==> src/rtl/regfile_mp.sv <==
// Multi-port register file: two write ports, write-to-read bypass, per-register
// busy scoreboard, raw debug read and a registered same-address write conflict flag.
module regfile_mp #(
  parameter int unsigned WIDTH    = 8,
  parameter int unsigned ADDR_W   = 3,
  parameter bit          ZERO_REG = 1'b1,
  parameter bit          BYPASS   = 1'b1
) (
  input  logic              clk,
  input  logic              rst,
  input  logic [ADDR_W-1:0] rs1_addr,
  input  logic [ADDR_W-1:0] rs2_addr,
  output logic [WIDTH-1:0]  rs1_data,
  output logic [WIDTH-1:0]  rs2_data,
  output logic              rs1_busy,
  output logic              rs2_busy,
  input  logic              wa_en,
  input  logic [ADDR_W-1:0] wa_addr,
  input  logic [WIDTH-1:0]  wa_data,
  input  logic              wb_en,
  input  logic [ADDR_W-1:0] wb_addr,
  input  logic [WIDTH-1:0]  wb_data,
  input  logic              issue_en,
  input  logic [ADDR_W-1:0] issue_addr,
  input  logic [ADDR_W-1:0] dbg_addr,
  output logic [WIDTH-1:0]  dbg_data,
  output logic              conflict
);

  localparam int unsigned NREGS = 2 ** ADDR_W;

  logic [WIDTH-1:0]  mem_q [NREGS];
  logic [WIDTH-1:0]  mem_d [NREGS];
  logic [NREGS-1:0]  busy_q, busy_d;
  logic              conflict_q, conflict_d;
  logic              wa_eff, wb_eff, iss_eff;
  logic [ADDR_W-1:0] rd_addr [2];
  logic [WIDTH-1:0]  rd_data [2];
  logic              rd_busy [2];

  // Writes and issues to r0 are dropped when r0 is hard-wired zero
  always_comb begin
    wa_eff  = wa_en    && !(ZERO_REG && (wa_addr    == '0));
    wb_eff  = wb_en    && !(ZERO_REG && (wb_addr    == '0));
    iss_eff = issue_en && !(ZERO_REG && (issue_addr == '0));
  end

  // Next state: A applied after B so A wins a shared address; issue applied last so set wins
  always_comb begin
    mem_d  = mem_q;
    busy_d = busy_q;
    if (wb_eff) begin
      mem_d[wb_addr]  = wb_data;
      busy_d[wb_addr] = 1'b0;
    end
    if (wa_eff) begin
      mem_d[wa_addr]  = wa_data;
      busy_d[wa_addr] = 1'b0;
    end
    if (iss_eff) begin
      busy_d[issue_addr] = 1'b1;
    end
    conflict_d = wa_eff && wb_eff && (wa_addr == wb_addr);
  end

  always_ff @(posedge clk) begin
    if (rst) begin
      mem_q      <= '{default: '0};
      busy_q     <= '0;
      conflict_q <= 1'b0;
    end else begin
      mem_q      <= mem_d;
      busy_q     <= busy_d;
      conflict_q <= conflict_d;
    end
  end

  assign rd_addr[0] = rs1_addr;
  assign rd_addr[1] = rs2_addr;

  // Read ports: stored value, optionally overridden by this cycle's write (A before B)
  always_comb begin
    for (int k = 0; k < 2; k++) begin
      rd_data[k] = mem_q[rd_addr[k]];
      rd_busy[k] = busy_q[rd_addr[k]];
      if (BYPASS) begin
        if (wa_eff && (wa_addr == rd_addr[k])) begin
          rd_data[k] = wa_data;
          rd_busy[k] = 1'b0;
        end else if (wb_eff && (wb_addr == rd_addr[k])) begin
          rd_data[k] = wb_data;
          rd_busy[k] = 1'b0;
        end
      end
      if (ZERO_REG && (rd_addr[k] == '0)) begin
        rd_data[k] = '0;
        rd_busy[k] = 1'b0;
      end
    end
  end

  assign rs1_data = rd_data[0];
  assign rs2_data = rd_data[1];
  assign rs1_busy = rd_busy[0];
  assign rs2_busy = rd_busy[1];
  assign dbg_data = (ZERO_REG && (dbg_addr == '0)) ? '0 : mem_q[dbg_addr];
  assign conflict = conflict_q;

endmodule

==> config.mk <==
export PLATFORM = sky130hd
export DESIGN_NAME = regfile_mp
export DESIGN_NICKNAME = d
export VERILOG_FILES = /design/src/rtl/regfile_mp.sv
export SDC_FILE = /design/constraint.sdc
export NUM_CORES = 1
export LEC_CHECK = 0
export CAP_MARGIN = 20
export CELL_PAD_IN_SITES_DETAIL_PLACEMENT = 0
export CELL_PAD_IN_SITES_GLOBAL_PLACEMENT = 1
export CORE_UTILIZATION = 48
export CTS_CLUSTER_DIAMETER = 150
export DETAILED_ROUTE_END_ITERATION = 10
export MAX_ROUTING_LAYER = met4
export PLACE_DENSITY_LB_ADDON = 0.3
export SYNTH_ARGS = -nofsm -noshare
export SYNTH_HDL_FRONTEND = slang
export SYNTH_SLANG_ARGS = --single-unit
==> constraint.sdc <==
create_clock -name clk -period 3.95 [get_ports clk]
set_input_delay 0.79 -clock clk [delete_from_list [all_inputs] [get_ports clk]]
set_output_delay 0.79 -clock clk [all_outputs]
set_load 0.05 [all_outputs]
==> flow_metrics.tcl <==
set metrics [dict create \
    power_density_nw_per_um2 336 \
    drive_above_1_share 0.218 \
    cp_data_required_time_ns 3.16 \
    cts_tree "built" \
    track_usage 0.337 \
    slowest_delay_ns 0.55 \
    grt_max_degree 41 \
    antenna_found_initial 0 \
    io_buffers 65 \
    vias 5137 \
    synth-edff-count 0 \
    post_cts_resize_count 0 \
    final_net_count 649 \
    total_power_w 0.00230 \
    cp_slowest_cell "clkdlybuf4s50_1" \
    syn_inst 569 \
    routed_wl_mm 18.5 \
    drt-wirelength-per-cell_microns 24.6 \
    cp-start-kind "primary input" \
    holdBufCountCts 0 \
    min_path_type "register to register" \
    grt_pass1_vias 5042 \
    avgViaCountPerCell 6.80 \
    grt_pass1_wl_mm 28.2 \
    intPower_w 0.00158 \
    p_seq_frac 0.348 \
    ys.flop_type "dfxtp_1" \
    clockBufferDepth 2 \
    ir_drop_mv 0.292 \
    io_pins 66 \
    clkSinkCount 73 \
    setup_viol 0 \
    n_antenna_cell 0 \
    swShare 0.312 \
    dieArea_sq_um 11900 \
    crit_chain "clkdlybuf4s50_1, buf_4, mux4_2, mux2i_1, o221ai_1, o211a_1, buf_12" \
    clk_pin_slew_ns 0.06 \
    p_switching_w 0.000717 \
    cp_data_arrival_time_ns 2.91 \
    drv_cap 0 \
    drt_iter0_drc 343 \
    initial_core_util 0.501 \
    period_share 0.938 \
    synth_seq_area_share 0.266 \
    gp_congestion 0.932 \
    critPathBufInv 3 \
    syn-cell-area_sq_um 5500 \
    die_w_microns 109 \
    tightest_slew_ns 1.07 \
    setup_ws_ns 0.245 \
    ys_ff_latch 73 \
    synthArstFlopShare 0 \
    final-hold-violation-count 0 \
    coreArea_sq_um 11000 \
    syn_nets 608 \
    rsz0062_at_grt "false" \
    p_leak_nw 2.76 \
    final_util 0.623 \
    crit_fanout 11 \
    post_cts_buffers 0 \
    status "completed" \
    power_frac_clock 0.373 \
    max-slew-margin-rel 0.285 \
    tns_ns 0 \
    endpoint_kind "output port" \
    clock_latency_ns 0.34 \
    cts_buffers 9 \
    drtPass1Iterations 5 \
    syn-mean-instance-area_sq_um 9.66 \
    critPathTopFamily "buffers and inverters" \
    final_antenna_net_count 0 \
    maxSlewViolCount 0 \
    overflow 0 \
    dp_hpwl_mm 12.3 \
    fmax_mhz 270 \
    ys_warn_count 0 \
    cts_max_level 3 \
    drc 0 \
    min_period_ns 3.70 \
    rows 38 \
    combPwrFrac 0.278 \
    worst-setup-path-type "primary input to output port" \
    area_growth_pct 24.5 \
    pre_cts_slack_ns 0.316 \
    dieHeight_microns 109 \
    whs_ns 0.479 \
    yosysUniqueCellTypes 39 \
    clock-root-buffer "clkbuf_16" \
    skew_ns 0 \
]
-- synth_stat cells, drive strengths merged, types with 9 or more instances --
| cell | count | area, sq um |
|---|---|---|
| nand2 | 21 | 78.8 |
| buf | 45 | 254 |
| mux2i | 84 | 841 |
| nor2b | 23 | 144 |
| mux4 | 42 | 946 |
| dfxtp | 73 | 1460 |
| xor2 | 9 | 86.3 |
| nand3 | 10 | 50.1 |
| o21ai | 18 | 90.1 |
| a211oi | 57 | 428 |
| clkbuf | 30 | 113 |
| o221ai | 16 | 146 |
| o211a | 16 | 160 |
| nor2 | 69 | 259 |
-- per-stage QoR --
stage               area, sq um  instances
floorplan                  5500        569
global placement           6540        739
detailed placement         6540        739
CTS                        6840        755
global route               6840        755
finish                     6840        755
-- worst register-to-register path: stages (launching register included) --
cell	delay [ns]
dfxtp_1	0.38
mux2i_1	0.11
a211oi_1	0.30
-- flip-flops by register name (all words and copies together) (netlist names) --
register	flops
busy_q	8
conflict	1
mem_q	64
-- final cells by class --
type / instances / area [sq um]
clock buffers: 11 / 253
clock inverters: 5 / 53.8
fillers: 916 / 4140
inverters: 5 / 18.8
multi-input cells: 416 / 3660
flip-flops and latches: 73 / 1460
well taps: 140 / 175
repair buffers: 105 / 1220
-- layer usage --
metal  up-vias  track usage  part of all wire
li1       2244            -                 -
met1      2515        0.399              0.38
met5         -            -                 0
met4         0        0.198             0.044
met2       309        0.519              0.48
met3        69       0.0819              0.10
-- cell usage in the layout, fill, tap and decap left out, types with 3 or more instances in the layout --
cell type / synthesis / routed
a221oi_1: 8 / 8
nor2_1: 69 / 69
mux2i_1: 84 / 84
xor2_1: 8 / 8
nand3_1: 10 / 10
clkinv_2: 0 / 3
nor2b_1: 23 / 23
a211oi_1: 57 / 57
o221ai_1: 15 / 15
buf_4: 9 / 39
nand2_1: 21 / 21
or3_1: 4 / 4
mux4_2: 42 / 42
o211a_1: 16 / 16
dfxtp_1: 73 / 73
nand4b_1: 4 / 4
buf_12: 0 / 27
o21ai_0: 18 / 18
a21oi_1: 7 / 7
xnor2_1: 6 / 6
inv_1: 5 / 5
clkdlybuf4s50_1: 0 / 38
nand4_1: 5 / 5
clkbuf_16: 0 / 9
-- power groups by stage --
stage          sequential (W)  combinational [W]  clock [W]
6_report             0.000800           0.000640   0.000858
4_1_cts              0.000798           0.000634   0.000859
2_1_floorplan        0.000803           0.000389          0
5_1_grt              0.000803           0.000668   0.000893
3_5_place_dp         0.000815           0.000631          0
3_3_place_gp         0.000812           0.000621          0
-- final timing paths --
kind         slack [ns]            startpoint                    to  cells after the start
max                0.25           rs1_addr[0]           rs1_data[4]                      7
min                0.48  busy_q[0]$_SDFF_PP0_  busy_q[0]$_SDFF_PP0_                      1
max reg2reg        3.07  mem_q[46]$_SDFF_PP0_  mem_q[46]$_SDFF_PP0_                      2
min reg2reg        0.48  busy_q[0]$_SDFF_PP0_  busy_q[0]$_SDFF_PP0_                      1
-- cell families (layout without fill, tap and decap cells) --
| group | count (synthesis) | after routing | share of synthesized area |
|---|---|---|---|
| DFF | 73 | 73 | 0.266 |
| muxes | 126 | 126 | 0.325 |
| buffers and inverters | 80 | 126 | 0.0701 |
| xor gates and xnor gates | 15 | 15 | 0.0253 |
| AOI/OAI and AO/OA | 129 | 129 | 0.181 |
| and+or+nand+nor | 146 | 146 | 0.132 |
No activity file was read; power rests on OpenSTA's default activity.
